## src/rtl/led_word_display_pkg.sv

```systemverilog
// Shared constants for the LED word display: digit count, blanking codes,
// the decimal-point digit and the hex-to-7-segment lookup table.
// Segment codes are {g,f,e,d,c,b,a} and active low.
package led_word_display_pkg;

    localparam int NUM_DIGITS = 8;
    localparam int DP_DIGIT   = 4;

    localparam logic [6:0] SEG_BLANK = 7'h7F;
    localparam logic [7:0] AN_OFF    = 8'hFF;

    // Packed table: the first element listed is index 15 (F), the last is index 0.
    localparam logic [15:0][6:0] HEX_SEG = {
        7'h0E, 7'h06, 7'h21, 7'h46, 7'h03, 7'h08, 7'h10, 7'h00,
        7'h78, 7'h02, 7'h12, 7'h19, 7'h30, 7'h24, 7'h79, 7'h40
    };

endpackage

```

## src/rtl/led_word_display_hex7seg_decoder.sv

```systemverilog
// Combinational hex digit to active-low 7-segment decoder.
// Ports:
//   nibble  in  4  hex digit value
//   seg_n   out 7  segments {g,f,e,d,c,b,a}, active low
module hex7seg_decoder
    import led_word_display_pkg::*;
(
    input  logic [3:0] nibble,
    output logic [6:0] seg_n
);

    assign seg_n = HEX_SEG[nibble];

endmodule

```

## src/rtl/led_word_display.sv

```systemverilog
// Latches the processor's 32-bit led_output word under a minimum-hold rule
// and scans it as 8 hex digits onto a multiplexed active-low 7-seg display.
// Ports:
//   clk           in  1   system clock
//   reset         in  1   synchronous, active high
//   led_output    in  32  word from the processor, sampled every cycle
//   an_n          out 8   digit anodes, active low, bit i = digit i
//   seg_n         out 7   segments {g,f,e,d,c,b,a}, active low
//   dp_n          out 1   decimal point, active low (lit on digit 4)
//   value_shown   out 32  currently latched word
//   update_pulse  out 1   one-cycle strobe when value_shown changes
module led_word_display
    import led_word_display_pkg::*;
#(
    parameter int REFRESH_DIV  = 50000,
    parameter int BLANK_CYCLES = 16,
    parameter int HOLD_CYCLES  = 25000000
) (
    input  logic        clk,
    input  logic        reset,
    input  logic [31:0] led_output,
    output logic [7:0]  an_n,
    output logic [6:0]  seg_n,
    output logic        dp_n,
    output logic [31:0] value_shown,
    output logic        update_pulse
);

    localparam int CNT_W  = $clog2(REFRESH_DIV);
    localparam int HOLD_W = $clog2(HOLD_CYCLES + 1);
    localparam int IDX_W  = $clog2(NUM_DIGITS);

    localparam logic [CNT_W-1:0]  CNT_LAST  = CNT_W'(REFRESH_DIV - 1);
    localparam logic [CNT_W-1:0]  CNT_BLANK = CNT_W'(BLANK_CYCLES);
    localparam logic [HOLD_W-1:0] HOLD_MAX  = HOLD_W'(HOLD_CYCLES);
    localparam logic [IDX_W-1:0]  IDX_DP    = IDX_W'(DP_DIGIT);

    logic [31:0]       value_shown_reg, value_shown_next;
    logic              update_pulse_reg, update_pulse_next;
    logic [HOLD_W-1:0] hold_cnt_reg, hold_cnt_next;
    logic [CNT_W-1:0]  refresh_cnt_reg, refresh_cnt_next;
    logic [IDX_W-1:0]  digit_idx_reg, digit_idx_next;
    logic [7:0]        an_n_reg, an_n_next;
    logic [6:0]        seg_n_reg, seg_n_next;
    logic              dp_n_reg, dp_n_next;

    logic [3:0]            nibble_arr [NUM_DIGITS];
    logic [NUM_DIGITS-1:0] an_digit_n;
    logic [3:0]            cur_nibble;
    logic [6:0]            cur_seg_n;
    logic                  hold_expired;
    logic                  load;

    // Split the latched word into digit nibbles and build the one-cold
    // anode pattern for the current digit index.
    generate
        for (genvar gi = 0; gi < NUM_DIGITS; gi++) begin : g_digit
            assign nibble_arr[gi] = value_shown_reg[4*gi +: 4];
            assign an_digit_n[gi] = (digit_idx_reg != IDX_W'(gi));
        end
    endgenerate

    assign cur_nibble = nibble_arr[digit_idx_reg];

    hex7seg_decoder u_decoder (
        .nibble (cur_nibble),
        .seg_n  (cur_seg_n)
    );

    assign hold_expired = (hold_cnt_reg == HOLD_MAX);
    // Changes arriving while the hold runs are dropped; whatever is present
    // at the first edge after expiry is what gets loaded.
    assign load = hold_expired && (led_output != value_shown_reg);

    always_comb begin
        value_shown_next  = value_shown_reg;
        update_pulse_next = 1'b0;
        hold_cnt_next     = hold_cnt_reg;
        refresh_cnt_next  = refresh_cnt_reg + CNT_W'(1);
        digit_idx_next    = digit_idx_reg;
        an_n_next         = AN_OFF;
        seg_n_next        = SEG_BLANK;
        dp_n_next         = 1'b1;

        if (load) begin
            value_shown_next  = led_output;
            update_pulse_next = 1'b1;
            hold_cnt_next     = '0;
        end else if (!hold_expired) begin
            hold_cnt_next = hold_cnt_reg + HOLD_W'(1);
        end

        if (refresh_cnt_reg == CNT_LAST) begin
            refresh_cnt_next = '0;
            digit_idx_next   = digit_idx_reg + IDX_W'(1);
        end

        // Anodes stay off for the first cycles of each slot so the previous
        // digit's segments never flash on the new anode.
        if (refresh_cnt_reg >= CNT_BLANK) begin
            an_n_next  = an_digit_n;
            seg_n_next = cur_seg_n;
            dp_n_next  = (digit_idx_reg != IDX_DP);
        end
    end

    always_ff @(posedge clk) begin
        if (reset) begin
            value_shown_reg  <= '0;
            update_pulse_reg <= 1'b0;
            hold_cnt_reg     <= HOLD_MAX;
            refresh_cnt_reg  <= '0;
            digit_idx_reg    <= '0;
            an_n_reg         <= AN_OFF;
            seg_n_reg        <= SEG_BLANK;
            dp_n_reg         <= 1'b1;
        end else begin
            value_shown_reg  <= value_shown_next;
            update_pulse_reg <= update_pulse_next;
            hold_cnt_reg     <= hold_cnt_next;
            refresh_cnt_reg  <= refresh_cnt_next;
            digit_idx_reg    <= digit_idx_next;
            an_n_reg         <= an_n_next;
            seg_n_reg        <= seg_n_next;
            dp_n_reg         <= dp_n_next;
        end
    end

    assign an_n         = an_n_reg;
    assign seg_n        = seg_n_reg;
    assign dp_n         = dp_n_reg;
    assign value_shown  = value_shown_reg;
    assign update_pulse = update_pulse_reg;

endmodule

```

## config.mk

```make
export PLATFORM = sky130hd
export DESIGN_NAME = led_word_display
export DESIGN_NICKNAME = d
export VERILOG_FILES = /design/src/rtl/led_word_display_pkg.sv /design/src/rtl/led_word_display_hex7seg_decoder.sv /design/src/rtl/led_word_display.sv
export SDC_FILE = /design/constraint.sdc
export NUM_CORES = 1
export LEC_CHECK = 0
export BUFFER_PORTS_ARGS = -buffer_cell sky130_fd_sc_hd__buf_2
export CAP_MARGIN = 20
export CELL_PAD_IN_SITES_DETAIL_PLACEMENT = 1
export CELL_PAD_IN_SITES_GLOBAL_PLACEMENT = 1
export CORE_ASPECT_RATIO = 1.75
export CORE_MARGIN = 5
export CORE_UTILIZATION = 38
export CTS_BUF_LIST = sky130_fd_sc_hd__clkbuf_4
export DETAILED_ROUTE_END_ITERATION = 8
export HOLD_SLACK_MARGIN = 0.15
export PLACE_DENSITY = 0.7
export SYNTH_ARGS = -nofsm -noshare
export SYNTH_HDL_FRONTEND = slang
export SYNTH_HIERARCHICAL = 1
export SYNTH_SLANG_ARGS = --single-unit
export TNS_END_PERCENT = 20
```

## constraint.sdc

```tcl
create_clock -name clk -period 4.7 [get_ports clk]
set_clock_uncertainty 0.05 [all_clocks]
set_input_delay 0.235 -clock clk [delete_from_list [all_inputs] [get_ports clk]]
set_output_delay 0.235 -clock clk [all_outputs]
set_load 0.02 [all_outputs]
```

==> results.py, run 1 <==
metrics = {
    "yosys": {
        "syn_area_sq_um": 4680,
        "synth_top_family_by_area": "simple AND/OR/NAND/NOR gates",
        "yosysSeqAreaShare_pct": 39.3,
        "synth_fp_nets": 575,
        "synth_compound_area_share_pct": 4.41,
        "muxShareOfSynthArea_pct": 12.8,
        "synth-simple-area-share_pct": 22.9,
        "syn_inst": 524,
        "ys_warn_count": 6,
        "ys_async_sr_fraction_pct": 0,
        "synth_edf_count": 0,
        "synthAdderAreaFrac_pct": 4.54,
        "synth_top_area_cell": "dfxtp_1",
        "avgSynthCellArea_sq_um": 8.93,
        "ys_ff_latch": 92,
        "ys.flop_type": "dfxtp_1",
        "synthTopCellsByArea": "dfxtp_1 39%, xnor2_1 9.2%, mux2i_1 8.1%, nand2_1 8.0%, ha_1 4.5%",
        "ys_types": 42,
        "synth_xor_area_share_pct": 11.4,
        "synth_top_area_share_pct": 39.3,
    },
    "placement": {
        "dpl_cell_area_sq_um": 5190,
        "place_congestion": 0.825,
        "portBuffers": 82,
        "preCtsSetupSlack_ns": 1.78,
        "dpl.hpwl_microns": 9340,
    },
    "sta": {
        "rsz0062_at_grt": "no",
        "maxSlewHeadroom_pct": 38.2,
        "setup_viol": 0,
        "finalWorstSetupSlack_ns": 1.79,
        "hold_viol": 0,
        "clock.fmax_mhz": 344,
        "fin_crit_sh_pct": 61.9,
        "layout_min_cycle_time_ns": 2.91,
        "worst_slew_pin_slew_ns": 0.923,
        "finalSetupTns_ns": 0,
        "drv_slew": 0,
    },
    "power_and_ir_drop": {
        "intPower_w": 0.00172,
        "combPwrFrac_pct": 39.9,
        "power_density_nw_per_um2": 503,
        "total_power_w": 0.00288,
        "power.sequential.fraction_pct": 40.9,
        "p_leak_nw": 2.22,
        "vdd_ir_drop_max_v": 0.000324,
        "switching_share_pct": 40.1,
        "p_clk_share_pct": 19.3,
        "power_switching_w": 0.00115,
    },
    "clocking": {
        "clockBufferDepth": 2,
        "cts.sinks": 92,
        "cts_tree": "built",
        "clk_pin_slew_worst_paths_ns": 0.14,
        "postCtsHoldBufs": 33,
        "clockRootBuffer": "clkbuf_4",
        "postCtsSetupBuffers": 0,
        "htreeDepth": 3,
        "cts_buffers": 9,
        "post_cts_resize_count": 0,
        "clk_latency_ns": 0.47,
    },
    "finish": {
        "syn_to_final_growth_pct": 22.1,
        "design_area_sq_um": 5710,
        "fin_nets": 677,
        "fin_util_pct": 47.3,
        "largest_register_ff_count": 32,
        "drive_gt1_share_pct": 18.4,
    },
    "floorplan": {
        "io_pins": 83,
        "die_h_microns": 157,
        "placeableCoreArea_sq_um": 12100,
        "initial_core_util_pct": 38.8,
        "die_width_microns": 93.9,
        "rows": 53,
        "dieArea_sq_um": 14700,
    },
    "setup_path": {
        "start_kind": "flip-flop",
        "worst-endpoint-arrival_ns": 3.25,
        "critPathTopFamily": "simple AND/OR/NAND/NOR gates",
        "r2r-end": "seg_n[0]$_SDFF_PP1_",
        "cpMostUsedCell": "nand2_1",
        "r2r-start": "digit_idx_reg[0]$_SDFFE_PP0N_",
        "rr_worst_depth": 9,
        "critPathBufInv": 1,
        "slowest_stage": "dfxtp_1",
        "path_class": "reg -> reg",
        "path_cells": "mux4_2 -> nand2_1 -> nand2_1 -> inv_1 -> ha_1 -> and2b_2 -> or3b_1 -> o21ai_0 -> nand2b_1",
        "worst-path-max-fanout": 12,
        "cp.required_ns": 5.05,
        "r2r_slack_ns": 1.79,
        "end_kind": "flip-flop",
        "max_stage_delay_ns": 0.79,
    },
    "route": {
        "dr_total_vias": 4020,
        "firstDrtPassIters": 4,
        "drtIter0Drc": 135,
        "drc_errors": 0,
        "wire_per_inst_microns": 16.2,
        "viasPerCell": 5.04,
        "routed_wl_microns": 12900,
        "detail-route-antenna-nets": 0,
    },
    "worst_hold_path": {
        "hold_path_depth": 1,
        "hold_end": "refresh_cnt_reg[0]$_SDFF_PP0_",
        "hold_path_class": "reg -> reg",
        "worstHoldStart": "refresh_cnt_reg[0]$_SDFF_PP0_",
    },
    "grt": {
        "gr-total-overflow": 0,
        "grt_max_degree": 47,
        "grtUsageTotal_pct": 18.1,
        "grt_first_pass_wirelength_microns": 21000,
        "grt_pass1_vias": 4396,
        "antenna_found_initial": 1,
    },
    "job": {
        "drv_cap": 0,
    },
    "status": {
        "status": "completed",
    },
}
==> worst max path at each step <==
| stage | end | start | depth (start not counted) | slack, ns |
|---|---|---|---|---|
| 3_3_place_gp | seg_n[0]$_SDFF_PP1_ | digit_idx_reg[0]$_SDFFE_PP0N_ | 9 | 1.95 |
| 6_report | seg_n[0]$_SDFF_PP1_ | digit_idx_reg[0]$_SDFFE_PP0N_ | 9 | 1.79 |
| 4_1_cts | seg_n[0]$_SDFF_PP1_ | digit_idx_reg[0]$_SDFFE_PP0N_ | 9 | 1.76 |
| 3_5_place_dp | seg_n[0]$_SDFF_PP1_ | digit_idx_reg[0]$_SDFFE_PP0N_ | 9 | 1.78 |
| 2_1_floorplan | seg_n[0]$_SDFF_PP1_ | digit_idx_reg[0]$_SDFFE_PP0N_ | 10 | 1.99 |
| 5_1_grt | seg_n[0]$_SDFF_PP1_ | digit_idx_reg[0]$_SDFFE_PP0N_ | 9 | 1.58 |
==> Yosys cell counts, drive strengths merged, types with 8 or more instances <==
cell	n
dfxtp	92
inv	18
nand2	100
clkbuf	15
ha	17
xnor2	49
mux4	9
nand4	19
nor2	37
nand3	20
o21ai	16
buf	12
and3	8
xor2	12
mux2i	38
nor3	18
nand2b	8
==> layout make-up <==
class / count / area, sq um
antenna: 1 / 2.50
clock inverter: 6 / 113
inverter: 18 / 67.6
clock buffer: 10 / 75.1
sequential: 92 / 1840
tap: 165 / 206
timing repair buffer: 118 / 776
fill: 1468 / 6350
multi-input combinational: 387 / 2630
==> cell families after synthesis <==
| family | count (synthesis) |
|---|---|
| and+or+nand+nor | 229 |
| DFF | 92 |
| xor gates and xnor gates | 61 |
| muxes | 48 |
| buffers and inverters | 45 |
| AOI/OAI and AO/OA | 32 |
| adders and majority gates | 17 |
==> cells in the final DEF, fill, tap and decap left out, drive strengths merged, types with 2 or more instances in the layout <==
cell and n:
clkinvlp 3, nand2b 8, a211oi 2, nor3 18, a21oi 2, dlygate4sd3 33
nand3 20, o31a 3, xnor2 49, dfxtp 92, and3 8, nand2 100
nand3b 2, a22o 2, or2 2, and2 4, o21a 4, ha 17
mux4 9, o21ai 16, clkbuf 10, xor2 12, nor4 6, bufinv 3
buf 85, nor2 37, mux2i 38, nand4 19, inv 18
==> worst reg2reg max path: cells and delay by family, from the launching register on <==
kind                       cells  cell delay (ns)
AOI/OAI and AO/OA              1             0.07
adders and majority gates      1             0.22
buffers and inverters          1             0.18
DFF                            1             0.79
muxes                          1             0.61
and+or+nand+nor                5             0.92
==> stage by stage <==
stage	cells	hold slack (ns)
floorplan	524	0.327
global placement	746	0.425
detailed placement	747	0.440
CTS	796	0.469
global route	797	0.489
finish	797	0.463
==> power by group through the flow <==
stage               Combinational (W)  Clock (W)  Sequential, W
finish                        0.00115   0.000554        0.00118
global route                  0.00125   0.000598        0.00119
CTS                           0.00115   0.000574        0.00117
detailed placement            0.00113          0        0.00119
global placement              0.00108          0        0.00119
floorplan                    0.000692          0        0.00127
==> layer usage <==
layer / share of wire [%] / track usage [%]
met5: 0 / 0
met2: 54 / 33.8
met3: 3.4 / 2.69
met4: 3.1 / 9.16
met1: 39 / 19.3
Power figures use the tool's default switching activity.
==> run 2, diff against run 1 <==
--- a/config.mk
+++ b/config.mk
@@ -15,7 +15,7 @@
 export CTS_BUF_LIST = sky130_fd_sc_hd__clkbuf_4
 export DETAILED_ROUTE_END_ITERATION = 8
 export HOLD_SLACK_MARGIN = 0.15
-export PLACE_DENSITY = 0.7
+export PLACE_DENSITY = 0.73
 export SYNTH_ARGS = -nofsm -noshare
 export SYNTH_HDL_FRONTEND = slang
 export SYNTH_HIERARCHICAL = 1
==> constraint.sdc (replaced) <==
create_clock -name clk -period 2.56 [get_ports clk]
set_clock_uncertainty 0.05 [all_clocks]
set_input_delay 0.128 -clock clk [delete_from_list [all_inputs] [get_ports clk]]
set_output_delay 0.128 -clock clk [all_outputs]
set_load 0.02 [all_outputs]
==> run 2 against run 1 <==
Wire length up 7.0%. Global-route usage up 1.3 points. Largest cell class unchanged. Sequential power up 85%. Fmax up 20%. Final cell count up 1.4%. Non-clock buffer count up 11. Clock power up 49%. Critical path depth up 1. Combinational power up 91%. Die area unchanged. Sequential share of layout area down 0.17 points.
==> results.py, run 2 (synthesis gave the netlist of run 1 again) <==
metrics = {
    "power_and_ir_drop": {
        "total_power_w": 0.00520,
        "power_density_nw_per_um2": 903,
        "vdd_ir_drop_max_v": 0.000544,
        "p_leak_nw": 2.26,
    },
    "sta": {
        "fin_crit_sh_pct": 94.8,
        "worst_slew_pin_slew_ns": 0.967,
        "finalWorstSetupSlack_ns": 0.134,
        "hold_viol": 0,
        "hold-worst-slack_ns": 0.413,
        "layout_min_cycle_time_ns": 2.43,
        "drv_slew": 0,
        "rsz0062_at_grt": "no",
        "maxSlewHeadroom_pct": 35.5,
        "setup_viol": 0,
        "clock.fmax_mhz": 412,
    },
    "finish": {
        "mostFrequentLayoutCells": "98 x nand2_1, 91 x dfxtp_1, 82 x buf_2",
        "fin_util_pct": 47.7,
        "mostFrequentLayoutCell": "nand2_1",
        "final_cells": 808,
        "ff_latch_area_sq_um": 1850,
        "nFillCells": 1462,
        "drive_gt1_share_pct": 20.2,
        "multi_input_area_sq_um": 2640,
        "syn_to_final_growth_pct": 23.0,
        "fin_nets": 688,
        "largest_register_ff_count": 32,
    },
    "floorplan": {
        "die_h_microns": 157,
        "placeableCoreArea_sq_um": 12100,
        "io_pins": 83,
        "dieArea_sq_um": 14700,
        "rows": 53,
        "initial_core_util_pct": 38.8,
        "die_width_microns": 93.9,
    },
    "setup_path": {
        "critPathTopFamily": "simple AND/OR/NAND/NOR gates",
        "worst-endpoint-arrival_ns": 2.78,
        "max_stage_delay_ns": 0.49,
        "worst-path-max-fanout": 5,
        "start_kind": "flip-flop",
        "cp.required_ns": 2.92,
        "critPathBufInv": 2,
        "path_cells": "buf_4 -> mux4_2 -> nand2_1 -> nand2_2 -> inv_2 -> ha_2 -> and2b_2 -> or3b_1 -> o21ai_0 -> nand2b_1",
        "path_class": "reg -> reg",
        "end_kind": "flip-flop",
        "slowest_stage": "mux4_2",
    },
    "clocking": {
        "clockRootBuffer": "clkbuf_4",
        "clockBufferDepth": 2,
        "clk_latency_ns": 0.46,
        "htreeDepth": 3,
        "cts_buffers": 9,
        "cts_tree": "built",
        "clk_pin_slew_worst_paths_ns": 0.15,
        "cts.sinks": 92,
    },
    "grt": {
        "antenna_found_initial": 1,
        "grt_first_pass_wirelength_microns": 22600,
        "grt_max_degree": 59,
        "grt_pass1_vias": 4518,
        "grtUsageTotal_pct": 19.4,
        "gr-total-overflow": 0,
    },
    "placement": {
        "portBuffers": 82,
        "dpl.cell_count": 757,
        "place_congestion": 0.854,
        "preCtsSetupSlack_ns": -0.0693,
        "dpl.hpwl_microns": 9780,
    },
    "worst_hold_path": {
        "hold_path_class": "in -> reg",
    },
    "route": {
        "viasPerCell": 5.21,
        "drtIter0Drc": 160,
        "wire_per_inst_microns": 17.1,
        "detail-route-antenna-nets": 0,
        "drc_errors": 0,
        "routed_wl_microns": 13800,
        "dr_total_vias": 4213,
        "firstDrtPassIters": 4,
    },
    "status": {
        "status": "completed",
    },
    "job": {
        "drv_cap": 0,
    },
}
## run 2: changes by cell type in the layout (fill, tap and decap cells not counted), moves of 2 or more
cell / before / now
buf_4: 2 / 13
bufinv_16: 3 / 1
clkbuf_4: 10 / 13
clkinv_1: 0 / 2
clkinvlp_4: 3 / 0
nand2_1: 100 / 98
nand2_2: 0 / 2
## run 2: timing repair
item,CTS,global route
gates resized for setup,2,4
setup buffers,0,1
hold endpoints to repair,50,0
setup endpoints to repair,1,1
hold buffers,33,0
## run 2: routing by layer
metal	vias to the layer above	wire [microns]	track usage, %
met5	-	0	0
met4	0	705	11.2
met3	54	502	3.61
met2	120	7460	35.2
met1	2051	5170	20.7
li1	1988	-	-
## run 2: power breakdown
part / switching (W) / internal, W / total (W) / leakage (nW)
Sequential: 0.000447 / 0.00173 / 0.00218 / 0.748
Combinational: 0.00123 / 0.000965 / 0.00220 / 1.44
Clock: 0.000487 / 0.000337 / 0.000825 / 0.0771
## run 2: area by class of cell
| class | instances | share of cell area [%] |
|---|---|---|
| clock buffers | 13 | 1.70 |
| diodes | 1 | 0.0435 |
| flip-flops and latches | 92 | 32.1 |
| multi-input cells | 387 | 45.9 |
| repair buffers | 129 | 14.9 |
| well taps | 165 | 3.59 |
| inverters | 18 | 1.17 |
| clock inverters | 3 | 0.652 |
## run 2: metrics by stage
stage                     area [sq um]  setup TNS [ns]
after floorplan                   4680               0
after detailed placement          5270         -0.0693
after global routing              5760               0
after CTS                         5740               0
after global placement            5270               0
final                             5760               0
## run 2: final timing paths
check	start	end	slack, ns	cells past startpoint
max	digit_idx_reg[0]$_SDFFE_PP0N_	seg_n[0]$_SDFF_PP1_	0.13	10
min	led_output[11]	value_shown[11]$_SDFFE_PP0P_	0.41	4
max reg2reg	digit_idx_reg[0]$_SDFFE_PP0N_	seg_n[0]$_SDFF_PP1_	0.13	10
min reg2reg	hold_cnt_reg[22]$_SDFFE_PP1P_	hold_cnt_reg[22]$_SDFFE_PP1P_	0.46	2
## run 2: tightest hold or removal path, delay by kind of cell
| kind | cells | cell delay, ns |
|---|---|---|
| simple gates | 1 | 0.05 |
| mux | 1 | 0.06 |
| buf+inv | 2 | 0.66 |
==> run 3, diff against run 2 <==
--- a/config.mk
+++ b/config.mk
@@ -18,6 +18,5 @@
 export PLACE_DENSITY = 0.73
 export SYNTH_ARGS = -nofsm -noshare
 export SYNTH_HDL_FRONTEND = slang
-export SYNTH_HIERARCHICAL = 1
 export SYNTH_SLANG_ARGS = --single-unit
 export TNS_END_PERCENT = 20
==> run 3 against run 2 <==
Via count is 4.3% lower. Synthesized cell count is 1.9% lower. Power shrank 2.1%. Register-to-register slack better by 0.07 ns. Sequential power decreased by 2%. Final cell count shrank 1.6%. Clock power barely moved. Largest power group is now sequential cells.
==> results.py, run 3 <==
metrics = {
    "status": {
        "status": "completed",
    },
    "setup_path": {
        "worst-path-max-fanout": 6,
        "critPathLaunch": "digit_idx_reg[0]$_SDFFE_PP0N_",
        "start_kind": "flip-flop",
        "critPathBufInv": 1,
        "r2r_slack_ns": 0.20,
        "end_kind": "flip-flop",
        "cp.required_ns": 2.80,
        "critPathTopFamily": "multiplexers",
        "r2r-start": "digit_idx_reg[0]$_SDFFE_PP0N_",
        "path_cells": "mux4_2 -> mux2_2 -> inv_1 -> ha_1 -> a21oi_1 -> o221ai_1",
        "worst-endpoint-arrival_ns": 2.59,
        "path_class": "reg -> reg",
        "max_stage_delay_ns": 0.59,
        "slowest_stage": "dfxtp_1",
    },
    "finish": {
        "syn_to_final_growth_pct": 23.0,
        "fin_util_pct": 47.6,
        "mostFrequentLayoutCells": "99 x nand2_1, 92 x dfxtp_1, 82 x buf_2",
        "drive_gt1_share_pct": 21.2,
        "nFillCells": 1441,
        "fin_nets": 671,
        "mostFrequentLayoutCell": "nand2_1",
        "largest_register_ff_count": 32,
    },
    "yosys": {
        "synth_top_area_share_pct": 39.7,
        "ys.flop_type": "dfxtp_1",
        "synth_fp_nets": 563,
        "ys_async_sr_fraction_pct": 0,
        "yosysMostFrequentCell": "nand2_1",
        "ys_ff_latch": 92,
        "synthTopCellsByArea": "dfxtp_1 40%, xnor2_1 9.1%, nand2_1 8.0%, mux2i_1 8.0%, ha_1 4.0%",
        "ys_top_cells_by_count": "99 x nand2_1, 92 x dfxtp_1, 48 x xnor2_1",
        "ys_types": 46,
        "synth_edf_count": 0,
        "syn_area_sq_um": 4640,
        "ys_warn_count": 0,
        "yosysSeqAreaShare_pct": 39.7,
        "avgSynthCellArea_sq_um": 9.04,
        "synth_top_area_cell": "dfxtp_1",
        "syn_inst": 514,
    },
    "clocking": {
        "clk_latency_ns": 0.46,
        "htreeDepth": 3,
        "cts_buffers": 9,
        "clockBufferDepth": 2,
        "cts_tree": "built",
        "postCtsSetupBuffers": 0,
        "clk_pin_slew_worst_paths_ns": 0.15,
        "clockRootBuffer": "clkbuf_4",
        "cts.sinks": 92,
    },
    "power_and_ir_drop": {
        "switching_share_pct": 41.6,
        "vdd_ir_drop_max_v": 0.000554,
        "combPwrFrac_pct": 41.8,
        "p_leak_nw": 2.22,
        "p_clk_share_pct": 16.3,
        "power_density_nw_per_um2": 891,
        "power_switching_w": 0.00212,
        "power.sequential.fraction_pct": 41.9,
        "intPower_w": 0.00297,
    },
    "floorplan": {
        "dieArea_sq_um": 14600,
        "die_h_microns": 156,
        "placeableCoreArea_sq_um": 12000,
        "die_width_microns": 93.6,
        "io_pins": 83,
        "initial_core_util_pct": 38.7,
        "rows": 53,
    },
    "grt": {
        "grt_first_pass_wirelength_microns": 21200,
        "grtUsageTotal_pct": 18.3,
        "antenna_found_initial": 2,
        "grt_pass1_vias": 4337,
        "grt_max_degree": 42,
        "gr-total-overflow": 0,
    },
    "route": {
        "detail-route-antenna-nets": 0,
        "viasPerCell": 5.07,
        "routed_wl_microns": 13100,
        "wire_per_inst_microns": 16.5,
        "drc_errors": 0,
        "firstDrtPassIters": 4,
        "drtIter0Drc": 137,
        "dr_total_vias": 4031,
    },
    "placement": {
        "place_congestion": 0.844,
        "dpl.hpwl_microns": 9640,
        "portBuffers": 82,
    },
    "sta": {
        "finalSetupTns_ns": 0,
        "maxSlewHeadroom_pct": 33.6,
        "clock.fmax_mhz": 424,
        "drv_slew": 0,
        "hold_viol": 0,
        "worst_slew_pin_slew_ns": 0.991,
        "layout_min_cycle_time_ns": 2.36,
        "rsz0062_at_grt": "no",
        "fin_crit_sh_pct": 92.1,
        "setup_viol": 0,
    },
    "worst_hold_path": {
        "worstHoldStart": "led_output[29]",
        "hold_path_class": "in -> reg",
    },
    "job": {
        "drv_cap": 0,
    },
}
## run 3: cell count changes after synthesis, moves of 3 or more
cell / before / now
inv_1: 18 / 12
o21ai_2: 0 / 5
buf_2: 3 / 7
nand2b_1: 8 / 4
nand4_1: 18 / 14
buf_4: 7 / 4
o21ai_0: 5 / 2
o21ai_1: 11 / 8
o221ai_1: 0 / 3
o31a_1: 3 / 0
## run 3: kinds of logic after synthesis
kind of cell    share of synthesized area [%]
mux                                      12.3
compound gates                           5.85
xor+xnor                                 11.5
simple gates                             22.3
fa+ha+maj                                4.04
flops                                    39.7
buf+inv                                  4.31
## run 3: path summary, 6_finish.rpt
check	to	depth (start not counted)
min reg2reg	hold_cnt_reg[14]$_SDFFE_PP1P_	2
max reg2reg	seg_n[1]$_SDFF_PP1_	6
min	value_shown[29]$_SDFFE_PP0P_	4
max	seg_n[1]$_SDFF_PP1_	6
## run 3: area by class of cell
type	instances	area, sq um	share of cell area (%)
flip-flops and latches	92	1840	32.2
inverters	12	45.0	0.788
clock inverters	7	77.6	1.36
repair buffers	126	861	15.1
diodes	3	7.51	0.131
clock buffers	9	67.6	1.18
well taps	165	206	3.61
multi-input cells	381	2610	45.6
## run 3: per-layer routing
metal | GRT usage [%] | up-vias | wire length, microns | share of wire (%)
met4 | 9.64 | 0 | 514 | 3.9
met5 | 0 | - | 0 | 0
met3 | 2.50 | 35 | 379 | 2.9
li1 | - | 1965 | - | -
met2 | 33.3 | 84 | 6980 | 53
met1 | 20.4 | 1947 | 5260 | 40
## run 3: repair_timing
item / CTS / global route
hold buffers: 33 / 0
hold endpoints to repair: 50 / 0
resized for setup: 0 / 1
endpoints found under the setup margin: 0 / 12
## run 3: per-stage QoR
stage,instance area (sq um),hold WS [ns],setup slack [ns],total power [W],instances
4_1_cts,5700,0.394,0.130,0.00512,792
3_3_place_gp,5230,0.347,0.229,0.00416,743
2_1_floorplan,4640,0.220,0.236,0.00354,514
5_1_grt,5710,0.425,0.0109,0.00540,794
6_report,5710,0.420,0.202,0.00509,795
3_5_place_dp,5230,0.360,0.191,0.00424,743
## run 3: tightest hold or removal path: stages
cell and delay [ns]:
dlygate4sd3_1 0.52, buf_2 0.13, nand2_1 0.05, mux2i_1 0.06
## run 3: power groups by stage
stage                     logic [W]  clock network (W)  registers [W]
after floorplan             0.00121                  0        0.00233
after global placement      0.00201                  0        0.00214
after detailed placement    0.00208                  0        0.00217
after CTS                   0.00213           0.000862        0.00213
after global routing        0.00229           0.000927        0.00218
final                       0.00213           0.000828        0.00213
